### src/rtl/ifq_pkg.sv
// Shared types for the instruction fetch queue: entry layout and pop-count encoding.
// Latency: n/a (types and a pure helper function only).
// Backpressure: n/a.
package ifq_pkg;

  localparam int IFQ_INST_W = 32;
  localparam int IFQ_PC_W   = 32;

  // Storage word layout: instruction in the upper bits, fetch address below.
  typedef struct packed {
    logic [IFQ_INST_W-1:0] inst;
    logic [IFQ_PC_W-1:0]   pc;
  } ifq_entry_t;

  // Decoder consume request; the top code is an alias for two.
  typedef enum logic [1:0] {
    POP_NONE    = 2'd0,
    POP_ONE     = 2'd1,
    POP_TWO     = 2'd2,
    POP_TWO_ALT = 2'd3
  } pop_cnt_e;

  function automatic logic [1:0] pop_clamp(input logic [1:0] req);
    return (req == POP_TWO_ALT) ? POP_TWO : req;
  endfunction

endpackage

### src/rtl/inst_fetch_queue_if.sv
// Fetch-side push handshake plus the dual-entry decoder view of the queue.
// Latency: wires only.
// Backpressure: in_ready is driven by the queue, everything else upstream/downstream.
interface inst_fetch_queue_if
  import ifq_pkg::*;
#(
  parameter int INST_WIDTH = IFQ_INST_W,
  parameter int PC_WIDTH   = IFQ_PC_W,
  parameter int DEPTH      = 8
);
  localparam int CW = $clog2(DEPTH) + 1;

  logic                  in_valid;
  logic [INST_WIDTH-1:0] in_inst;
  logic [PC_WIDTH-1:0]   in_pc;
  logic                  in_ready;
  logic [1:0]            pop_cnt;
  logic                  flush;
  logic                  out0_valid;
  logic [INST_WIDTH-1:0] out0_inst;
  logic [PC_WIDTH-1:0]   out0_pc;
  logic                  out1_valid;
  logic [INST_WIDTH-1:0] out1_inst;
  logic [PC_WIDTH-1:0]   out1_pc;
  logic [CW-1:0]         count;
  logic                  is_empty;
  logic                  is_full;
  logic                  almost_full;

  // Fetch unit / decoder side.
  modport master (
    output in_valid, in_inst, in_pc, pop_cnt, flush,
    input  in_ready, out0_valid, out0_inst, out0_pc,
           out1_valid, out1_inst, out1_pc,
           count, is_empty, is_full, almost_full
  );

  // Queue side.
  modport slave (
    input  in_valid, in_inst, in_pc, pop_cnt, flush,
    output in_ready, out0_valid, out0_inst, out0_pc,
           out1_valid, out1_inst, out1_pc,
           count, is_empty, is_full, almost_full
  );

endinterface

### src/rtl/ifq_storage_2r1w.sv
// Entry storage: one synchronous write port, two asynchronous read ports, no reset.
// Latency: write visible on the read ports the cycle after the write edge.
// Backpressure: none; the caller only writes free slots.
module ifq_storage_2r1w #(
  parameter int WIDTH = 64,
  parameter int DEPTH = 8
) (
  input  logic                     clk,
  input  logic                     i_we,
  input  logic [$clog2(DEPTH)-1:0] i_waddr,
  input  logic [WIDTH-1:0]         i_wdata,
  input  logic [$clog2(DEPTH)-1:0] i_raddr0,
  output logic [WIDTH-1:0]         o_rdata0,
  input  logic [$clog2(DEPTH)-1:0] i_raddr1,
  output logic [WIDTH-1:0]         o_rdata1
);

  logic [WIDTH-1:0] r_mem [DEPTH];

  // Write the accepted entry; contents need no reset since occupancy masks stale slots.
  always_ff @(posedge clk) begin
    if (i_we) begin
      r_mem[i_waddr] <= i_wdata;
    end
  end

  assign o_rdata0 = r_mem[i_raddr0];
  assign o_rdata1 = r_mem[i_raddr1];

endmodule

### src/rtl/inst_fetch_queue.sv
// Instruction fetch queue: 1 push/cycle from fetch, 0-2 pops/cycle to decode, flushable.
// Latency: pushed entry visible on out0/out1 the cycle after the push; reads are combinational.
// Backpressure: in_ready low when full or flushing; pops beyond occupancy are trimmed.
module inst_fetch_queue
  import ifq_pkg::*;
#(
  parameter int INST_WIDTH  = IFQ_INST_W,
  parameter int PC_WIDTH    = IFQ_PC_W,
  parameter int DEPTH       = 8,
  parameter int AFULL_LEVEL = DEPTH - 2
) (
  input  logic            clk,
  input  logic            reset_n,
  inst_fetch_queue_if.slave q
);

  localparam int AW = $clog2(DEPTH);
  localparam int CW = AW + 1;
  localparam int EW = INST_WIDTH + PC_WIDTH;
  localparam logic [CW-1:0] AFULL_CNT = CW'(AFULL_LEVEL);

  logic [CW-1:0] r_wr_ptr;
  logic [CW-1:0] r_rd_ptr;
  logic [CW-1:0] w_count;
  logic          w_empty;
  logic          w_full;
  logic          w_in_ready;
  logic          w_push;
  logic [1:0]    w_pop_req;
  logic [1:0]    w_pop;
  logic [AW-1:0] w_rd1_addr;
  logic [EW-1:0] w_rd0;
  logic [EW-1:0] w_rd1;
  logic          w_out0_vld;
  logic          w_out1_vld;

  // Occupancy comes straight from the wrap-bit pointers; no separate counter to keep in sync.
  assign w_count    = r_wr_ptr - r_rd_ptr;
  assign w_empty    = (r_wr_ptr == r_rd_ptr);
  assign w_full     = (r_wr_ptr[AW-1:0] == r_rd_ptr[AW-1:0]) && (r_wr_ptr[AW] != r_rd_ptr[AW]);
  assign w_in_ready = !w_full && !q.flush;
  assign w_push     = q.in_valid && w_in_ready;

  // Trim the decoder's request to what is actually held so rd_ptr never passes wr_ptr.
  always_comb begin
    w_pop_req = pop_clamp(q.pop_cnt);
    w_pop     = w_pop_req;
    if (w_count < CW'(w_pop_req)) begin
      w_pop = w_count[1:0];
    end
  end

  // Pointer update: reset first, then flush discards everything including this cycle's traffic.
  always_ff @(posedge clk) begin
    if (!reset_n) begin
      r_wr_ptr <= '0;
      r_rd_ptr <= '0;
    end else if (q.flush) begin
      r_wr_ptr <= '0;
      r_rd_ptr <= '0;
    end else begin
      r_wr_ptr <= r_wr_ptr + CW'(w_push);
      r_rd_ptr <= r_rd_ptr + CW'(w_pop);
    end
  end

  assign w_rd1_addr = r_rd_ptr[AW-1:0] + AW'(1);

  ifq_storage_2r1w #(
    .WIDTH (EW),
    .DEPTH (DEPTH)
  ) u_storage (
    .clk      (clk),
    .i_we     (w_push),
    .i_waddr  (r_wr_ptr[AW-1:0]),
    .i_wdata  ({q.in_inst, q.in_pc}),
    .i_raddr0 (r_rd_ptr[AW-1:0]),
    .o_rdata0 (w_rd0),
    .i_raddr1 (w_rd1_addr),
    .o_rdata1 (w_rd1)
  );

  assign w_out0_vld = !w_empty;
  assign w_out1_vld = (w_count >= CW'(2));

  assign q.in_ready    = w_in_ready;
  assign q.out0_valid  = w_out0_vld;
  assign q.out0_inst   = w_out0_vld ? w_rd0[EW-1:PC_WIDTH] : '0;
  assign q.out0_pc     = w_out0_vld ? w_rd0[PC_WIDTH-1:0]  : '0;
  assign q.out1_valid  = w_out1_vld;
  assign q.out1_inst   = w_out1_vld ? w_rd1[EW-1:PC_WIDTH] : '0;
  assign q.out1_pc     = w_out1_vld ? w_rd1[PC_WIDTH-1:0]  : '0;
  assign q.count       = w_count;
  assign q.is_empty    = w_empty;
  assign q.is_full     = w_full;
  assign q.almost_full = (w_count >= AFULL_CNT);

endmodule

### src/flat_wrapper.sv
// flat-port wrapper written by rule: the top's interface ports become plain ports
module inst_fetch_queue_flat import ifq_pkg::*;
#(
  parameter int INST_WIDTH  = IFQ_INST_W,
  parameter int PC_WIDTH    = IFQ_PC_W,
  parameter int DEPTH       = 8,
  parameter int AFULL_LEVEL = DEPTH - 2
)
  (clk, reset_n, q_in_valid, q_in_inst, q_in_pc, q_pop_cnt, q_flush, q_in_ready, q_out0_valid, q_out0_inst, q_out0_pc, q_out1_valid, q_out1_inst, q_out1_pc, q_count, q_is_empty, q_is_full, q_almost_full);
  inst_fetch_queue_if #(.INST_WIDTH(INST_WIDTH), .PC_WIDTH(PC_WIDTH), .DEPTH(DEPTH)) q_i ();
  input  logic clk;
  input  logic reset_n;
  input wire logic [$bits(q_i.in_valid)-1:0] q_in_valid;
  input wire logic [$bits(q_i.in_inst)-1:0] q_in_inst;
  input wire logic [$bits(q_i.in_pc)-1:0] q_in_pc;
  input wire logic [$bits(q_i.pop_cnt)-1:0] q_pop_cnt;
  input wire logic [$bits(q_i.flush)-1:0] q_flush;
  output wire logic [$bits(q_i.in_ready)-1:0] q_in_ready;
  output wire logic [$bits(q_i.out0_valid)-1:0] q_out0_valid;
  output wire logic [$bits(q_i.out0_inst)-1:0] q_out0_inst;
  output wire logic [$bits(q_i.out0_pc)-1:0] q_out0_pc;
  output wire logic [$bits(q_i.out1_valid)-1:0] q_out1_valid;
  output wire logic [$bits(q_i.out1_inst)-1:0] q_out1_inst;
  output wire logic [$bits(q_i.out1_pc)-1:0] q_out1_pc;
  output wire logic [$bits(q_i.count)-1:0] q_count;
  output wire logic [$bits(q_i.is_empty)-1:0] q_is_empty;
  output wire logic [$bits(q_i.is_full)-1:0] q_is_full;
  output wire logic [$bits(q_i.almost_full)-1:0] q_almost_full;
  assign q_i.in_valid = q_in_valid;
  assign q_i.in_inst = q_in_inst;
  assign q_i.in_pc = q_in_pc;
  assign q_i.pop_cnt = q_pop_cnt;
  assign q_i.flush = q_flush;
  assign q_in_ready = q_i.in_ready;
  assign q_out0_valid = q_i.out0_valid;
  assign q_out0_inst = q_i.out0_inst;
  assign q_out0_pc = q_i.out0_pc;
  assign q_out1_valid = q_i.out1_valid;
  assign q_out1_inst = q_i.out1_inst;
  assign q_out1_pc = q_i.out1_pc;
  assign q_count = q_i.count;
  assign q_is_empty = q_i.is_empty;
  assign q_is_full = q_i.is_full;
  assign q_almost_full = q_i.almost_full;
  inst_fetch_queue #(.INST_WIDTH(INST_WIDTH), .PC_WIDTH(PC_WIDTH), .DEPTH(DEPTH), .AFULL_LEVEL(AFULL_LEVEL)) u_core (.clk(clk), .reset_n(reset_n), .q(q_i));
endmodule
### config.mk
export PLATFORM = sky130hd
export DESIGN_NAME = inst_fetch_queue_flat
export DESIGN_NICKNAME = d
export VERILOG_FILES = /design/src/rtl/ifq_pkg.sv /design/src/rtl/inst_fetch_queue_if.sv /design/src/rtl/ifq_storage_2r1w.sv /design/src/rtl/inst_fetch_queue.sv /design/src/flat_wrapper.sv
export SDC_FILE = /design/constraint.sdc
export NUM_CORES = 1
export LEC_CHECK = 0
export CORE_MARGIN = 4
export CORE_UTILIZATION = 43
export CTS_CLUSTER_DIAMETER = 200
export CTS_CLUSTER_SIZE = 40
export DETAILED_ROUTE_END_ITERATION = 12
export PLACE_DENSITY = 0.67
export SETUP_SLACK_MARGIN = 0.4
export SLEW_MARGIN = 20
export SYNTH_ARGS = -nofsm -noshare
export SYNTH_HDL_FRONTEND = slang
export SYNTH_SLANG_ARGS = --single-unit
### constraint.sdc
create_clock -name clk -period 6.4 [get_ports clk]
set_clock_uncertainty 0.2 [all_clocks]
set_input_delay 1.28 -clock clk [delete_from_list [all_inputs] [get_ports clk]]
set_output_delay 1.28 -clock clk [all_outputs]
set_load 0.1 [all_outputs]
==> results of run 1 <==
[layout by cell type, fill, tap and decap left out, drive strengths merged, types with 5 or more instances in the layout]
cell type,netlist,routed
a21oi,132,132
and2,5,5
buf,70,164
clkbuf,28,23
clkdlybuf4s50,0,71
dfxtp,8,8
diode,0,6
edfxtp,512,512
ha,9,9
inv,11,11
mux4,256,256
nand2,260,260
nor2,8,8
nor3,6,6
[flip-flops by register name, indices dropped and copies added, names as in the netlist]
register,count
u_core.r_rd_ptr,4
u_core.u_storage.r_mem,512
u_core.r_wr_ptr,4
[routing by layer]
metal / track usage, % / share of wire (%) / wire length (um) / up-vias
met5: 0 / 0.068 / 41 / -
met4: 4.22 / 1.9 / 1120 / 6
met3: 2.64 / 5.5 / 3310 / 58
met2: 33.5 / 51 / 30600 / 414
met1: 26.9 / 42 / 25000 / 7237
li1: - / - / - / 5670
[stage by stage]
stage	hold WS [ns]	std cells	power, mW	cell area, sq um
3_5_place_dp	0.364	2217	7.73	26800
6_report	0.388	2246	9.05	27200
5_1_grt	0.402	2243	9.36	27200
2_1_floorplan	0.332	1332	6.99	24400
3_3_place_gp	0.350	2217	7.72	26800
4_1_cts	0.385	2240	9.14	27200
[power groups by stage]
stage / logic [mW] / clock network [mW] / registers (mW)
floorplan: 3.14 / 0 / 3.85
global placement: 3.83 / 0 / 3.89
detailed placement: 3.85 / 0 / 3.89
CTS: 3.85 / 1.48 / 3.81
global route: 3.96 / 1.58 / 3.82
finish: 3.80 / 1.44 / 3.81
[cell families after synthesis]
logic type | synth area share [%]
AO/OA/AOI/OAI | 3.65
XOR/XNOR | 0.381
adder cells (fa/ha/maj) | 0.628
buffers and inverters | 3.02
flip-flops | 63.9
multiplexers | 23.8
AND/OR/NAND/NOR | 4.67
[worst max-delay path, stage by stage, from the launching register on]
cell,delay (ns)
dfxtp_1,0.69
inv_1,0.27
fa_1,0.46
xor2_1,0.32
o211a_4,0.67
buf_12,0.35
a21oi_1,0.14
buf_4,0.26
[area by class of cell]
cell class,instances,area (sq um),area share [%]
Tap cell,748,936,3.44
Antenna cell,6,15.0,0.0552
Timing Repair Buffer,235,2040,7.50
Sequential cell,520,15500,57.1
Multi-Input combinational cell,703,8190,30.1
Clock buffer,23,448,1.65
Inverter,11,41.3,0.152
[worst paths after layout]
| path | slack, ns | depth (start not counted) | end |
|---|---|---|---|
| min reg2reg | 0.39 | 2 | u_core.r_rd_ptr[3]$_SDFF_PP0_ |
| max reg2reg | 2.62 | 6 | u_core.u_storage.r_mem[3][25]$_DFFE_PP_ |
| min | 0.39 | 2 | u_core.r_rd_ptr[3]$_SDFF_PP0_ |
| max | 1.13 | 7 | q_out1_pc[31] |
==> results.cfg, run 1 <==
[worst_setup_path]
crit_path_category = reg -> out
worstReg2RegStart = u_core.r_rd_ptr[1]$_SDFF_PP0_
timing.critical_path.to_type = primary output
timing.critical_path.required_ns = 4.92
path_max_fanout = 35
timing.critical_path.arrival_ns = 3.79
worstSetupStartpoint = u_core.r_wr_ptr[1]$_SDFF_PP0_
critical_path.startpoint_type = flop

[timing]
final_max_slew_viol_count = 0
post-route-worst-setup-slack_ns = 1.13
setup_viol_count_final = 0
final.setup.tns_ns = 0
worstMarginPinSlew_ns = 1.12
grt_setup_unrepaired = no
report.final.hold_viol_count = 0
finalCriticalPeriod_ns = 5.27
slew-limit-headroom_pct = 25.3
final_worst_path_cycle_share_pct = 82.4
max_freq_mhz = 190

[flow_run]
maxCapViolCount = 0

[logic_synthesis]
avgSynthCellArea_sq_um = 18.3
synth.top_cell.area_share_pct = 63.2
async_flop_share_pct = 0
synth_common_cells = edfxtp_1 (512), nand2_1 (260), mux4_2 (256)
syn-instance-count = 1332
synth.top_cells.by_area = edfxtp_1 (63%), mux4_2 (24%), nand2_1 (4.0%), a21oi_2 (1.8%), a21oi_1 (1.7%)
synth-edff-count = 512
yosys_most_used_dff = edfxtp_1
mapped_area_sq_um = 24300
synth.largest_area_cell = edfxtp_1
postSynthRegisterBits = 520
yosysSeqAreaShare_pct = 63.9
postSynthNetCount = 1413
netlist-cell-type-count = 34
synth.most_common_cell = edfxtp_1
synth-warning-count = 0

[global_routing]
grt_first_pass_wirelength_um = 88400
grt_pass1_vias = 13700
grt.total_usage_pct = 19.5
grt_antenna_before_repair = 7
globalRouteOverflowTotal = 0
grt_max_degree = 133

[clock_tree]
tritoncts = done
post-cts-setup-buffers = 0
cts-buffers-inserted = 16
clkSlewWorstSetupHoldPaths_ns = 0.14
clock_tree_root_driver_cell = clkbuf_16
clock_insertion_delay_worst_skew_ns = 0.57
max-clock-path-buffers = 3
holdBufCountCts = 0
ctsResizeCount = 0
cts.htree.levels = 1
cts.sinks = 520

[pwr]
leakage_power_nw = 8.45
p_int_mw = 5.25
switching_share_of_power_pct = 42.0
vdd_ir_drop_max_uv = 241
power.density_cell_area_nw_per_um2 = 332
clkPwrFrac_pct = 15.9
switching_power_mw = 3.80
comb_power_share_pct = 42.0
p_seq_share_pct = 42.1

[route]
drt_drc_violations_left = 0
vias_per_cell = 5.96
antenna_violating_nets_remaining = 0
tritonroute_pass_1_iters = 5
wirelength_um = 60000
routed_wire_length_per_instance_um = 26.7
detail_route.iter0.violations = 1234
num_vias = 13400

[placed_design]
io_buffer_count = 207
dpl_worst_slack_ns = 1.68
place.gp.congestion = 0.766
hpwlAfterDp_um = 34900

[floorplanning]
floorplan.rows = 86
boundaryPins = 208
design.die.area_sq_um = 60400
floorplan_core_area_sq_um = 55500
floorplan.initialDensity_pct = 43.8
width_of_the_die_um = 246
die-height_um = 246

[final_layout]
synth_to_layout_area_growth_pct = 11.9
final.fill_count = 4664
finalNetCount = 1568
fraction_of_final_layout_cells_with_drive_strength_greater_than_1_pct = 34.0
postLayoutCoreUtil_pct = 49.0

[hold_path]
hp-class = reg -> reg
hold_path.startpoint = u_core.r_rd_ptr[3]$_SDFF_PP0_

[outcome]
run_status = completed
No activity file was read; power rests on OpenSTA's default activity.
==> run 2: changes to the inputs <==
clock period = 4.45 ns   (was 6.4 ns; I/O delays follow)
==> run 2 against run 1 <==
Routed wire length up 1.7%. Critical path depth down 2. Sequential share of layout area down 3.9 points. Core utilization up 3.6 points. Via count up 0.79%. Clock power up 43%. Die area unchanged. Combinational power up 76%. Sequential cell count unchanged. Cell area up 7.3%. Final cell count up 0.58%. Critical endpoint is now q_out0_inst[7].
==> results.cfg, run 2 (synthesis gave the netlist of run 1 again) <==
[timing]
grt_setup_unrepaired = no
setup_viol_count_final = 0
worstMarginPinSlew_ns = 0.929
final_worst_path_cycle_share_pct = 88.8
final_max_slew_viol_count = 0
final.setup.tns_ns = 0
finalCriticalPeriod_ns = 3.95
max_freq_mhz = 253
slew-limit-headroom_pct = 38.1
report.final.hold_viol_count = 0

[hold_path]
hp-class = reg -> reg
hold_path.startpoint = u_core.r_rd_ptr[3]$_SDFF_PP0_

[clock_tree]
cts.htree.levels = 1
cts.sinks = 520
cts-buffers-inserted = 16
clock_tree_root_driver_cell = clkbuf_16
max-clock-path-buffers = 3
tritoncts = done
clkSlewWorstSetupHoldPaths_ns = 0.14
clock_insertion_delay_worst_skew_ns = 0.56

[final_layout]
mostFrequentLayoutCell = edfxtp_1
finalNetCount = 1584
final.fill_count = 4486
top_register = u_core.u_storage.r_mem
synth_to_layout_area_growth_pct = 20.1
fin_area_sq_um = 29200
fraction_of_final_layout_cells_with_drive_strength_greater_than_1_pct = 36.3
layout_top_registers = u_core.u_storage.r_mem (512), u_core.r_rd_ptr (4), u_core.r_wr_ptr (4)
layout.cells.most_common_list = edfxtp_1 (512), nand2_1 (258), mux4_2 (256), buf_12 (140), clkdlybuf4s50_1 (69)
flip_flop_count_of_the_largest_register_all_copies_and_words_added = 512

[global_routing]
grt.total_usage_pct = 19.5
grt_first_pass_wirelength_um = 88500
globalRouteOverflowTotal = 0
grt_max_degree = 149
grt_pass1_vias = 13700
grt_antenna_before_repair = 5

[route]
antenna_violating_nets_remaining = 0
num_vias = 13500
drt_drc_violations_left = 0
routed_wire_length_per_instance_um = 27.0
vias_per_cell = 5.97
tritonroute_pass_1_iters = 5
wirelength_um = 61000
detail_route.iter0.violations = 1106

[worst_setup_path]
timing.critical_path.required_ns = 3.36
worstReg2RegStart = u_core.r_wr_ptr[0]$_SDFF_PP0_
timing.critical_path.arrival_ns = 2.86
critical_path.startpoint_type = flop
path_max_fanout = 130
timing.critical_path.to_type = primary output
worstSetupStartpoint = u_core.r_rd_ptr[1]$_SDFF_PP0_
crit_path_category = reg -> out

[placed_design]
hpwlAfterDp_um = 34300
place_area_sq_um = 28600
place.gp.congestion = 0.783
io_buffer_count = 207

[pwr]
leakage_power_nw = 9.03
vdd_ir_drop_max_uv = 389
power.density_cell_area_nw_per_um2 = 485

[floorplanning]
floorplan_core_area_sq_um = 55500
boundaryPins = 208
die-height_um = 246
design.die.area_sq_um = 60400
floorplan.initialDensity_pct = 43.8
width_of_the_die_um = 246
floorplan.rows = 86

[outcome]
run_status = completed

[flow_run]
maxCapViolCount = 0
-- run 2: changes by cell type in the layout (fill, tap and decap cells not counted), moves of 3 or more --
cell     before  now
buf_4       156   33
buf_16        0    4
a21oi_1      82   68
a21oi_2      50   64
buf_6         0    3
buf_12        8  140
-- run 2: cell type report --
cell class / instances / area (sq um) / area share [%]
Inverter: 11 / 41.3 / 0.141
Multi-Input combinational cell: 703 / 8300 / 28.4
Clock buffer: 22 / 444 / 1.52
Tap cell: 748 / 936 / 3.20
Timing Repair Buffer: 251 / 3930 / 13.4
Antenna cell: 4 / 10.0 / 0.0343
Sequential cell: 520 / 15500 / 53.2
-- run 2: power breakdown --
group	leakage (nW)	total, mW	internal [mW]	switching, mW
combinational	4.12	6.67	2.39	4.28
clock	0.215	2.06	0.714	1.35
sequential	4.69	5.44	5.41	0.0252
-- run 2: what timing repair did --
item,4_1_cts,5_1_grt
pin swaps,1,0
resized for setup,7,4
hold endpoints to repair,0,0
setup endpoints to repair,71,72
buffers inserted,3,4
gates cloned,0,1
hold buffers,0,0
-- run 2: worst paths after layout --
check                                        to  slack, ns  cells past startpoint
setup reg to reg  u_core.r_rd_ptr[2]$_SDFF_PP0_       1.18                     12
setup / recovery                 q_out0_inst[7]       0.50                      5
hold reg to reg   u_core.r_rd_ptr[3]$_SDFF_PP0_       0.39                      2
hold / removal    u_core.r_rd_ptr[3]$_SDFF_PP0_       0.39                      2
-- run 2: routing by layer --
| metal | track usage [%] | up-vias | routed length [um] |
|---|---|---|---|
| met4 | 2.99 | 4 | 755 |
| met2 | 34.8 | 497 | 32000 |
| met1 | 26.8 | 7248 | 24600 |
| met5 | 0 | - | 27 |
| met3 | 2.09 | 46 | 3620 |
| li1 | - | 5696 | - |
-- run 2: through the flow --
step / util, % / instances / setup slack [ns] / hold slack, ns / total power [mW]
after global routing: 52.6 / 2256 / 0.393 / 0.427 / 14.6
after floorplan: - / 1332 / 0.0592 / 0.332 / 10.1
after global placement: 51.5 / 2225 / 0.833 / 0.366 / 12.2
after CTS: 52.4 / 2250 / 0.400 / 0.398 / 14.3
after detailed placement: 51.5 / 2225 / 0.734 / 0.364 / 12.2
final: 52.6 / 2259 / 0.498 / 0.392 / 14.2
-- run 2: worst max-delay path: stages, from the launching register on --
cell	delay [ns]
dfxtp_4	0.44
buf_16	0.57
mux4_2	0.34
nand2_1	0.05
a21oi_1	0.47
buf_12	0.24
==> edit 1: new RTL, config.mk and constraints of run 1 <==
Reset style: asynchronous (`reset_n`), changed in one clocked block.
--- a/src/rtl/inst_fetch_queue.sv
+++ b/src/rtl/inst_fetch_queue.sv
@@ -51,7 +51,7 @@
   end
 
   // Pointer update: reset first, then flush discards everything including this cycle's traffic.
-  always_ff @(posedge clk) begin
+  always_ff @(posedge clk or negedge reset_n) begin
     if (!reset_n) begin
       r_wr_ptr <= '0;
       r_rd_ptr <= '0;
Formal check against the unedited RTL: differs if reset_n is asserted again (counterexample within 4 cycles, from zero or initial values and one cycle with reset_n low); with reset_n held inactive, the same outputs for 4 cycles.
==> edit 1 against run 1 <==
Synthesized area is 0.22% higher. Sequential cell count is the same. Wire length decreased by 2.3%. Setup slack worse by 57 ps. Non-clock buffer count up 3. First-iteration DRC count is 17% lower. Fmax decreased by 1.1%. Final area rose by 0.40%. Critical path type unchanged.
Power is not shown: default switching activity piles up to over one toggle a cycle in this logic, so the estimate is an artifact.
==> edit 1: results <==
[global_routing]
grt_max_degree = 66
track_usage_pct = 19.1
grt_pass1_wl_um = 87600

[sta]
worstMarginPinSlew_ps = 1100
whs_ps = 423

[place]
io_buffers = 207
place_congestion = 0.775
hpwl_um = 34400
post_dp_cell_area_mm2 = 0.0269

[setup_path]
reg2reg_to = u_core.r_rd_ptr[2]
r2r_cells = 12
worstPathMaxFanout = 35
ff2ff_setup_slack_ps = 2640
arrival_ps = 3850
reg2reg_from = u_core.r_rd_ptr[0]

[clocking]
cts_setup_buffers = 0

[yosys]
synthTopCellsByArea = edfxtp_1 63%, mux4_2 24%, nand2_1 4.0%
async_flop_share_pct = 1.54
syn_avg_cell_area_um2 = 18.3
ys_seq_area_share_pct = 63.9
synth_nets = 1415

[min_path]
min_to = u_core.r_rd_ptr[3]
hold_start = u_core.r_rd_ptr[3]

[detailed_routing]
detail_route.iter0.violations = 1023
via_count = 13300
drt-vias-per-instance = 5.90
avgRoutedWirePerCell_um = 26.0

[run_status]
status = completed

[layout]
n_fill_cell = 4741
nNetsFinal = 1572
drive_gt1_share_pct = 34.0
[edit 1: layout make-up]
type / instances / share of cell area [%]
clock buffer: 23 / 1.64
antenna: 3 / 0.0275
sequential: 520 / 57.0
timing repair buffer: 238 / 7.77
multi-input combinational: 703 / 29.9
tap: 756 / 3.46
inverter: 12 / 0.165
[edit 1: how the worst max path moves through the flow]
stage / start / to / slack, ps
floorplan: q_flush / u_core.u_storage.r_mem[7][0] / -610
global placement: q_flush / q_in_ready / 1540
detailed placement: q_flush / q_in_ready / 1500
CTS: u_core.r_rd_ptr[0] / q_out1_pc[12] / 1010
global route: u_core.r_rd_ptr[0] / q_out1_pc[11] / 880
finish: u_core.r_rd_ptr[0] / q_out1_inst[31] / 1070
[edit 1: metal layers]
layer	share of wire, %	wire (µm)	global-route usage, %
met1	40	23400	25.3
met4	1.7	1030	3.85
met2	53	30900	34.3
met3	5.5	3250	2.38
met5	0.065	38	0
[edit 1: metrics by stage]
step / setup slack (ps) / utilization (%)
2_1_floorplan: -606 / -
3_3_place_gp: 1540 / 47.7
6_report: 1070 / 48.6
3_5_place_dp: 1500 / 47.7
5_1_grt: 880 / 48.5
4_1_cts: 1010 / 48.5
[edit 1: cell families after synthesis]
| group | synth area share (%) |
|---|---|
| DFF | 63.9 |
| buffers and inverters | 3.07 |
| and+or+nand+nor | 4.61 |
| xor gates and xnor gates | 0.380 |
| muxes | 23.8 |
| AOI/OAI and AO/OA | 3.64 |
| adders and majority gates | 0.626 |
[edit 1: critical path, cell delays in order, from the launching register on]
cell and delay [ps]:
dfrtp_4 690, ha_1 300, fa_1 380, xor2_1 310, o211a_4 800, buf_4 420
a21oi_1 90, buf_4 250
==> edit 2: new RTL, settings of run 1 <==
Made on the original files. `IFQ_INST_W`: 32 -> 64.
--- a/src/rtl/ifq_pkg.sv
+++ b/src/rtl/ifq_pkg.sv
@@ -3,7 +3,7 @@
 // Backpressure: n/a.
 package ifq_pkg;
 
-  localparam int IFQ_INST_W = 32;
+  localparam int IFQ_INST_W = 64;
   localparam int IFQ_PC_W   = 32;
 
   // Storage word layout: instruction in the upper bits, fetch address below.
Ports: changed (resized q_in_inst, q_out0_inst and q_out1_inst); port bits go from 208 to 304. No check against the original RTL was run, so the function may have changed too.
==> edit 2 against run 1 <==
Sequential cell count grew 256. Highest routed layer unchanged. Critical path type unchanged. Synthesized area up 47%. First-iteration DRC count up 44%. Setup slack worse by 400 ps. Largest power group unchanged. Wire length is 51% higher. Total power rose by 48%. Cell count up 46%. Critical endpoint is now q_out0_pc[2]. Final area is 49% higher. Non-clock buffer count grew 119.
==> edit 2: results <==
[setup_path]
arrival_ps = 4190
reg2reg_to = u_core.u_storage.r_mem[3][57]
ff2ff_setup_slack_ps = 2690
worstPathMaxFanout = 98
reg2reg_from = u_core.r_rd_ptr[1]
r2r_cells = 6

[power_and_ir_drop]
peakVddDrop_mv = 0.383
power_leakage_nw = 12.3
p_comb_share_pct = 42.1
internal-power_mw = 7.79

[clocking]
post_cts_resized = 0
clk_latency_ps = 600
clkTransAtPathRegs_ps = 140
clockBufferDepth = 3
numCtsBuffers = 23
cts_root_buf = clkbuf_16
cts_setup_buffers = 0
ctsHtreeMaxLevel = 1

[layout]
n_fill_cell = 6723
drive_gt1_share_pct = 27.7
largestRegisters = u_core.u_storage.r_mem: 768 flops, u_core.r_rd_ptr: 4 flops, u_core.r_wr_ptr: 4 flops
nNetsFinal = 2302

[place]
place_congestion = 0.778
io_buffers = 303
hpwl_um = 51100
post_dp_cell_area_mm2 = 0.0398

[min_path]
hold_start = u_core.r_rd_ptr[3]
worstHoldPathType = reg -> reg
hold_depth = 2
min_to = u_core.r_rd_ptr[3]

[detailed_routing]
firstDrtPassIters = 5
drt-total-wl_um = 90600
detail_route.iter0.violations = 1780
via_count = 19900

[yosys]
synth_warnings = 0
synth_edf_count = 768
synth_nets = 2071
synthTopCellsByArea = edfxtp_1 65%, mux4_2 24%, nand2_1 4.1%
synth_common_cells = 768 x edfxtp_1, 388 x nand2_1, 384 x mux4_2, 167 x a21oi_1, 43 x buf_4
ys_seq_area_share_pct = 65.0
async_flop_share_pct = 0
ys_types = 32

[global_routing]
use_met2_pct = 36.8
grt_max_degree = 99
grt_pass1_wl_um = 135000
grt_use_met1_pct = 26.8
track_usage_pct = 20.5
met3_usage_pct = 3.06
grt_pass1_vias = 21200
antenna_found_initial = 11

[sta]
setup_viol = 0
worstMarginPinSlew_ps = 1000

[run_status]
status = completed
## edit 2: changes by cell type in the layout (fill, tap and decap cells not counted), sizes merged
cell	change
buf	-14
mux4	+128
a21oi	+64
clkdlybuf4s50	+133
edfxtp	+256
clkbuf	+8
nand2	+128
clkinv	+1
diode	+3
## edit 2: worst max-delay path, cell delays in order (launching register included)
cell,delay (ps)
dfxtp_4,830
inv_1,140
ha_1,390
nand3_1,170
nor2_4,50
buf_12,270
a21oi_1,450
clkdlybuf4s50_1,1220
## edit 2: stage by stage
step | setup slack, ps | hold slack (ps) | cells
floorplan | 719 | 332 | 1958
global placement | 1470 | 353 | 3234
detailed placement | 1440 | 386 | 3234
CTS | 721 | 408 | 3266
global route | 636 | 461 | 3270
finish | 731 | 406 | 3275
## edit 2: area by class of cell
type / instances / area [µm²] / share of cell area, %
clock buffer: 31 / 606 / 1.50
tap: 1070 / 1340 / 3.31
antenna: 9 / 22.5 / 0.0557
inverter: 11 / 43.8 / 0.108
multi-input combinational: 1023 / 11800 / 29.2
timing repair buffer: 354 / 3380 / 8.36
clock inverter: 1 / 30.0 / 0.0742
sequential: 776 / 23200 / 57.4
## edit 2: logic make-up after synthesis
| group | synth area share, % |
|---|---|
| compound gates | 3.14 |
| flops | 65.0 |
| buf+inv | 2.34 |
| fa+ha+maj | 0.428 |
| simple gates | 4.52 |
| xor+xnor | 0.238 |
| mux | 24.3 |
## edit 2: layer usage
metal  vias up  share of wire (%)
met4         6                1.8
met1     10700                 39
li1       8372                  -
met2       691                 53
met3        98                6.3
met5         -              0.052
## edit 2: power by group through the flow
stage               clock, mW  combinational, mW  sequential, mW
CTS                      2.17               5.71            5.66
global placement            0               5.68            5.77
detailed placement          0               5.70            5.78
finish                   2.09               5.65            5.66
floorplan                   0               4.42            5.75
global route             2.34               5.88            5.67
## edit 2: how the worst max path moves through the flow
stage / startpoint / to / slack, ps / cells after the start
2_1_floorplan: u_core.r_rd_ptr[1] / u_core.u_storage.r_mem[3][0] / 720 / 7
3_3_place_gp: u_core.r_rd_ptr[1] / q_out0_inst[9] / 1470 / 7
3_5_place_dp: u_core.r_rd_ptr[1] / q_out0_pc[2] / 1440 / 7
4_1_cts: u_core.r_rd_ptr[1] / q_out0_pc[2] / 720 / 7
5_1_grt: u_core.r_rd_ptr[1] / q_out0_pc[2] / 640 / 7
6_report: u_core.r_rd_ptr[1] / q_out0_pc[2] / 730 / 7
